## config.mk

```make
export PLATFORM = sky130hd
export DESIGN_NAME = pipe_ctrl
export DESIGN_NICKNAME = d
export VERILOG_FILES = /design/src/rtl/pipe_ctrl.sv
export SDC_FILE = /design/constraint.sdc
export NUM_CORES = 1
export LEC_CHECK = 0
export ABC_AREA = 1
export ABC_CLOCK_PERIOD_IN_PS = 1500
export BUFFER_PORTS_ARGS = -buffer_cell sky130_fd_sc_hd__buf_2
export CAP_MARGIN = 30
export CORE_MARGIN = 2
export CORE_UTILIZATION = 48
export CTS_BUF_LIST = sky130_fd_sc_hd__clkbuf_4
export CTS_CLUSTER_DIAMETER = 30
export DETAILED_ROUTE_END_ITERATION = 12
export PLACE_DENSITY = 0.78
export SLEW_MARGIN = 40
export SYNTH_ARGS = -nofsm -noshare
export SYNTH_HDL_FRONTEND = slang
export SYNTH_SLANG_ARGS = --single-unit
```

## constraint.sdc

```tcl
create_clock -name clk -period 1.5 [get_ports clk]
set_input_delay 0.15 -clock clk [delete_from_list [all_inputs] [get_ports clk]]
set_output_delay 0.15 -clock clk [all_outputs]
set_load 0.01 [all_outputs]
```

## src/rtl/pipe_ctrl.sv

```systemverilog
// rtl/pipe_ctrl.sv - pipeline stall merge, bus-drained exception flush sequencing, stall-cycle counter
module pipe_ctrl #(
    parameter int WAIT_MAX = 64
) (
    input  logic        clk,
    input  logic        rst,
    input  logic        stallreq_inst,
    input  logic        stallreq_id,
    input  logic        stallreq_ex,
    input  logic        stallreq_data,
    input  logic        exception_i,
    input  logic [31:0] exception_pc_i,
    input  logic        ibus_busy,
    input  logic        dbus_busy,
    output logic [3:0]  stall,
    output logic        exception,
    output logic [31:0] flush_pc,
    output logic        flush_pending,
    output logic        bus_timeout,
    output logic [31:0] stall_cycles
);
    localparam int CW = $clog2(WAIT_MAX + 1);

    typedef enum logic [1:0] {RUN, WAIT, FLUSH} state_t;

    state_t          state_q, state_d;
    logic [CW-1:0]   wait_cnt;
    logic            latch_pc;
    logic            set_timeout;
    logic            bus_idle;

    assign bus_idle = !ibus_busy && !dbus_busy;

    always_comb begin
        state_d       = state_q;
        stall         = 4'b0000;
        exception     = 1'b0;
        flush_pending = 1'b0;
        latch_pc      = 1'b0;
        set_timeout   = 1'b0;
        case (state_q)
            RUN: begin
                stall[0] = stallreq_data;
                stall[1] = stall[0] | stallreq_ex;
                stall[2] = stall[1] | stallreq_id;
                stall[3] = stall[2] | stallreq_inst;
                if (exception_i) begin
                    latch_pc = 1'b1;
                    state_d  = bus_idle ? FLUSH : WAIT;
                end
            end
            WAIT: begin
                stall         = 4'b1111;
                flush_pending = 1'b1;
                if (bus_idle) begin
                    state_d = FLUSH;
                end else if (wait_cnt == CW'(WAIT_MAX - 1)) begin
                    // Give up on a hung bus rather than stall the core forever.
                    state_d     = FLUSH;
                    set_timeout = 1'b1;
                end
            end
            FLUSH: begin
                exception = 1'b1;
                state_d   = RUN;
            end
            default: state_d = RUN;
        endcase
    end

    always_ff @(posedge clk) begin
        if (rst) begin
            state_q      <= RUN;
            wait_cnt     <= '0;
            flush_pc     <= 32'd0;
            bus_timeout  <= 1'b0;
            stall_cycles <= 32'd0;
        end else begin
            state_q <= state_d;
            if (latch_pc) begin
                flush_pc <= exception_pc_i;
            end
            // Counter is held at zero outside WAIT so every drain starts fresh.
            if (state_q == WAIT) begin
                wait_cnt <= wait_cnt + CW'(1);
            end else begin
                wait_cnt <= '0;
            end
            if (set_timeout) begin
                bus_timeout <= 1'b1;
            end
            if (stall[3] && (stall_cycles != 32'hFFFF_FFFF)) begin
                stall_cycles <= stall_cycles + 32'd1;
            end
        end
    end
endmodule

```

==> impl_results.md, run 1 <==
* Status: complete, but fails checks
* Failing checks: negative setup slack
* Chip Width at 90.9 µm
* Die area at 8260 µm²
* Initial Utilization at 49.7%
* Post-DRT Antenna Nets at 0
* Placed instance count at 770
* Global route overflow at 0
* CP most frequent cell: nand2_4
* F_max at 642 MHz
* Layout Nets at 767
* Final setup viols at 18
* Clk Latency, worst-skew pair at 0.43 ns
* Worst vdd ir at 656 µV
* CP peak stage delay at 0.39 ns
* Synth Warn # at 0
* Cells after Synth at 528
* CP required at 1.84 ns
* RePlAce Congestion at 0.948
* Top post-synthesis cells by area: dfxtp_1 41%, nor2_1 16%, nand2_1 10%
* Pwr dens at 751 nW/µm²
* Synth top cells by count: 153 x nor2_1, 98 x nand2_1, 74 x dfxtp_1
* Setup Crit Path Kind: reg -> reg
* Least-Margin Pin Slew at 0.335 ns
* Hold slack final at 0.0236 ns
* Vias in the first global route at 3,940
* HP Class: in -> reg
* Post-route insts no fill at 828
* Clock sink count at 74
* Tot GR Track Use at 25.8%
* Most frequent cell after synthesis: nor2_1
* Yosys top cell area share at 40.9%
* H-Tree Depth at 3
* Slew Limit Fails at 0
* Buffer levels on the longest clock path at 2
* Syn nets at 571
* Share of layout cells above drive strength 1 at 35.7%
* Worst Skew at 0.0170 ns
* Leakage Power at 0.00247 µW
* Clock root buffer: clkbuf_4
* CTS tree: yes
* Critical Path, Cell by Cell: ha_4 > nand2_4 > nor2_4 > nand2_4 > nor2_8 > nand3_4 > buf_12 > a21oi_1 > nor2_1
* Area Overhead vs Synth at 44.8%
* Crit. End Element: register
* Sequential share of the synthesized area at 40.9%
* IO Port Bufs at 111
* Mapped cell area at 3620 µm²
* Height of the die at 90.9 µm
* Initial antenna violation count at 0
* Yosys reg bits at 74
* Syn avg cell area at 6.86 µm²
* Routed via count at 4,217
* Unrepaired setup endpoints after global routing: true
* DRC violations left at 0
* Async set or reset register ratio after synthesis at 0%
* Slowest cell on the critical path: dfxtp_4
* Num CTS Buffers at 9
* Max capacitance violation total at 0
* HPWL Detailed at 7.11 mm
* Final min period at 1.56 ns
* Final antenna diode count at 0
* First-pass GRT wire length at 17.7 mm
* DR WL/cell at 13.2 µm
* Final worst slack at -0.0575 ns
* Most common flop cell mapped by yosys: dfxtp_1
* Area leader, netlist: dfxtp_1
* Row count at 31
* Drt pass-1 iters at 4
* Wirelength, routed at 11.0 mm
* Relative slew slack at 77.6%
* Post-place setup slack at -0.148 ns
* Worst Path Arrival at 1.89 ns
* First DRT Iteration DRCs at 248
* Hold Vio Cnt, Final at 0
* Detail-routed via count per cell at 5.09
* I/O Pins at 112
* Pin count of the biggest net entering global routing at 33
* Startpoint Class: register
* Core area at 7290 µm²
* Synth unique cells at 29
* Reg clk slew, reported paths at 0.14 ns
* Post-synth EDFFs at 0
* Fin crit share at 104%
* Worst-path fanout max at 27
path summary, 6_finish.rpt:
path / startpoint / endpoint / slack, ns / depth (start not counted)
hold / removal: ibus_busy / state_q[0] / 0.02 / 3
setup / recovery: stall_cycles[0] / stall_cycles[29] / -0.06 / 9
hold reg to reg: wait_cnt[0] / wait_cnt[0] / 0.43 / 1
setup reg to reg: stall_cycles[0] / stall_cycles[29] / -0.06 / 9
logic make-up (layout without fill, tap and decap cells):
kind of cell	Yosys count	in the layout	share of synthesized area [%]
flops	74	74	40.9
buf+inv	55	255	7.70
compound gates	72	72	9.95
fa+ha+maj	2	2	0.691
xor+xnor	3	3	0.726
simple gates	322	323	40.0
metrics by stage:
stage / util [%] / TNS [ns] / instance area [µm²] / total power, µW
after CTS: 69.9 / -0.528 / 5090 / 3930
after global routing: 71.9 / -3.36 / 5250 / 4120
final: 71.9 / -0.500 / 5250 / 3940
after detailed placement: 62.7 / -2.24 / 4570 / 2740
after global placement: 62.7 / -0.860 / 4570 / 2710
after floorplan: - / 0 / 3640 / 2510
layer usage:
metal  vias to the layer above  wire [µm]  GRT usage, %
met5                         -          0             0
met4                         0        206          8.33
met3                        22        823          6.18
met2                       163       5420          45.1
met1                      1940       4510          31.2
li1                       2092          -             -
area by class of cell:
cell class	count	area (µm²)
Inverter	37	139
Clock buffer	9	67.6
Tap cell	99	124
Fill cell	573	2050
Timing Repair Buffer	202	1360
Multi-Input combinational cell	400	1990
Sequential cell	74	1510
Clock inverter	7	51.3
power by group:
part | internal, µW | switching [µW]
clock | 350 | 779
sequential | 2070 | 66.3
combinational | 312 | 366
cell usage in the layout, fill, tap and decap left out, types with 5 or more instances in the layout:
cell           instances
nand4_1                9
nand2_2               10
nor3_1                 6
dfxtp_4                5
nand3_1               22
nor2_4                 7
buf_6                  6
buf_4                 53
nand2_1               92
a21oi_1               31
clkbuf_4               9
buf_2                109
dfxtp_2               11
inv_1                 33
dlygate4sd3_1         33
dfxtp_1               58
o21ai_0               37
nor2_2                14
nand3_2               12
nor2_1               138
state kept, by name (all words and copies together) (netlist names):
register	flops
bus_timeout	1
flush_pc	32
stall_cycles	32
state_q	2
wait_cnt	7
what timing repair did:
action	CTS	global route
resized for setup	13	43
hold endpoints to repair	33	0
endpoints found under the setup margin	32	53
setup buffers	4	4
hold buffers	33	0
pin swaps	5	4
cloned	0	1
worst max-delay path: cells and delay by family, from the launching register on:
family	cells	cell delay, ns
flip-flops	1	0.39
AND/OR/NAND/NOR	6	0.57
adder cells (fa/ha/maj)	1	0.15
AO/OA/AOI/OAI	1	0.17
buffers and inverters	1	0.18
No activity file was read; power rests on OpenSTA's default activity.
==> run 2, diff against run 1 <==
--- a/config.mk
+++ b/config.mk
@@ -15,6 +15,7 @@
 export CTS_CLUSTER_DIAMETER = 30
 export DETAILED_ROUTE_END_ITERATION = 12
 export PLACE_DENSITY = 0.78
+export SKIP_LAST_GASP = 1
 export SLEW_MARGIN = 40
 export SYNTH_ARGS = -nofsm -noshare
 export SYNTH_HDL_FRONTEND = slang
==> impl_results.md, run 2 (synthesis gave the netlist of run 1 again) <==
* Status: complete, but fails checks
* Failing checks: negative setup slack
* Initial Utilization at 49.7% (unchanged)
* Hold slack final at 0.0225 ns (-0.00106 ns)
* Pwr dens at 753 nW/µm² (+0.24%)
* Num CTS Buffers at 9 (unchanged)
* Post-layout util at 71.9% (about the same)
* I/O Pins at 112 (unchanged)
* Worst r2r dst: stall_cycles[15]
* DR WL/cell at 13.2 µm (-0.46%)
* Drt pass-1 iters at 5 (+1)
* P_int at 2740 µW (+0.36%)
* Row count at 31 (unchanged)
* Fin crit share at 104% (-0.17 points)
* Sw frac at 30.6% (-0.15 points)
* Area Overhead vs Synth at 44.7% (about the same)
* Worst Path Arrival at 1.89 ns (about the same)
* Clock root buffer: clkbuf_4
* Finished Cell Area at 5240 µm² (about the same)
* First DRT Iteration DRCs at 213 (-14%)
* Initial antenna violation count at 0 (unchanged)
* M1 GR Usage at 31.2% (unchanged)
* Final worst slack at -0.0550 ns (+0.00255 ns)
* Worst-path fanout max at 27 (unchanged)
* Layout Nets at 770 (+0.39%)
* Die area at 8260 µm² (unchanged)
* Least-Margin Pin Slew at 0.333 ns (-0.00222 ns)
* Final setup viols at 19 (+1)
* Flop pwr share at 54.2% (about the same)
* CP required at 1.83 ns (about the same)
* Hold path endpoint: state_q[0]
* Buffer levels on the longest clock path at 2 (unchanged)
* Detail-routed via count per cell at 5.05 (-0.86%)
* Post-place setup slack at -0.148 ns (unchanged)
* Worst hold start: ibus_busy
* Chip Width at 90.9 µm (unchanged)
* Vias in the first global route at 3,939 (-0.025%)
* Regs by FF count: flush_pc: 32 flops, stall_cycles: 32 flops, wait_cnt: 7 flops
* Most common cell after layout, fill and taps aside: nor2_1
* Setup tns final at -0.522 ns (-0.0210 ns)
* Core area at 7290 µm² (unchanged)
* Max capacitance violation total at 0 (unchanged)
* Hold Path Stages at 3 (unchanged)
* First-pass GRT wire length at 17.7 mm (unchanged)
* Crit. End Element: register
* IO Port Bufs at 111 (unchanged)
* Logic gate share of total power at 17.3% (about the same)
* Pin count of the biggest net entering global routing at 33 (unchanged)
* Tot GR Track Use at 25.8% (unchanged)
* Relative slew slack at 77.8% (+0.15 points)
* RePlAce Congestion at 0.948 (unchanged)
* Clk Latency, worst-skew pair at 0.43 ns (about the same)
* Final antenna diode count at 0 (unchanged)
* Clock sink count at 74 (unchanged)
* Routed via count at 4,196 (-0.50%)
* Startpoint Class: register
* R2r startpoint: stall_cycles[0]
* Unrepaired setup endpoints after global routing: true
* M2 GR Usage at 45.1% (unchanged)
* Share of layout cells above drive strength 1 at 34.8% (-0.83 points)
* Most frequent cells in the layout: 142 x nor2_1, 109 x buf_2, 94 x nand2_1
* H-Tree Depth at 3 (unchanged)
* HP Class: in -> reg
* Gr busiest metal: met2
* HPWL Detailed at 7.11 mm (unchanged)
* DRC violations left at 0 (unchanged)
* F_max at 643 MHz (+0.16%)
* Setup Crit Path Kind: reg -> reg
* Setup slack, reg-to-reg at -0.05 ns (about the same)
* Post-DRT Antenna Nets at 0 (unchanged)
* Leakage Power at 0.00248 µW (+0.46%)
* CTS tree: yes
* Grt met3 use at 6.18% (unchanged)
* Hold Vio Cnt, Final at 0 (unchanged)
* Global route overflow at 0 (unchanged)
* Psw at 1210 µW (-0.33%)
* Worst vdd ir at 658 µV (+0.34%)
* Clock power frac at 28.5% (about the same)
* Worst Reg-to-Reg Cells at 11 (+2)
* Area after DPL at 4570 µm² (unchanged)
* Wirelength, routed at 10.9 mm (-0.10%)
* Height of the die at 90.9 µm (unchanged)
* Worst Skew at 0.0186 ns (+0.00157 ns)
* Final min period at 1.55 ns (-0.00255 ns)
* Reg clk slew, reported paths at 0.14 ns (about the same)
* Slew Limit Fails at 0 (unchanged)
-- run 2: changes by cell type in the layout (fill, tap and decap cells not counted) --
cell / change
nor2_1: +4
buf_4: +3
nor2_2: -3
dfxtp_1: +2
dfxtp_4: -2
nand2_1: +2
nand2_2: -2
nor2_4: -1
-- run 2: per-stage QoR --
step	cells	power [µW]
floorplan	528	2510
global placement	770	2710
detailed placement	770	2740
CTS	823	3930
global route	831	4130
finish	831	3950
-- run 2: worst max-delay path by stage --
stage	depth (start not counted)	endpoint	from	slack (ns)
6_report	11	stall_cycles[15]	stall_cycles[0]	-0.05
5_1_grt	11	stall_cycles[15]	stall_cycles[0]	-0.15
3_5_place_dp	8	stall_cycles[16]	stall_cycles[0]	-0.15
3_3_place_gp	8	stall_cycles[14]	stall_cycles[0]	-0.10
4_1_cts	11	stall_cycles[15]	stall_cycles[0]	-0.05
2_1_floorplan	9	stall_cycles[18]	stall_cycles[0]	0.001
-- run 2: power groups by stage --
stage	combinational, µW	sequential (µW)	clock (µW)
final	684	2140	1120
after detailed placement	566	2170	0
after global placement	547	2170	0
after global routing	754	2150	1230
after floorplan	284	2220	0
after CTS	644	2130	1150
-- run 2: repair_timing --
action	4_1_cts	5_1_grt
pin swaps	5	6
setup buffers	4	7
cloned	0	1
hold buffers	33	0
setup endpoints to repair	32	53
resized for setup	12	33
hold endpoints to repair	33	0
-- run 2: critical path: stages (launching register included) --
cell and delay, ns:
dfxtp_4 0.39, ha_4 0.15, nand2_4 0.06, nor2_4 0.13
nand2_4 0.11, nor2_8 0.11, nand3_4 0.09, buf_12 0.18
nand2_1 0.09, nand2_1 0.05, nand2_1 0.05, nor2_1 0.04
-- run 2: layout make-up --
cell class                      count  area, µm²
Clock buffer                        9       67.6
Clock inverter                      7       51.3
Fill cell                         578       2050
Inverter                           37        139
Multi-Input combinational cell    400       1970
Sequential cell                    74       1510
Tap cell                           99        124
Timing Repair Buffer              205       1380
-- run 2: layer usage --
metal	vias to the layer above	wire, µm
met3	20	743
met4	0	185
met2	146	5430
met1	1937	4580
li1	2093	-
met5	-	0
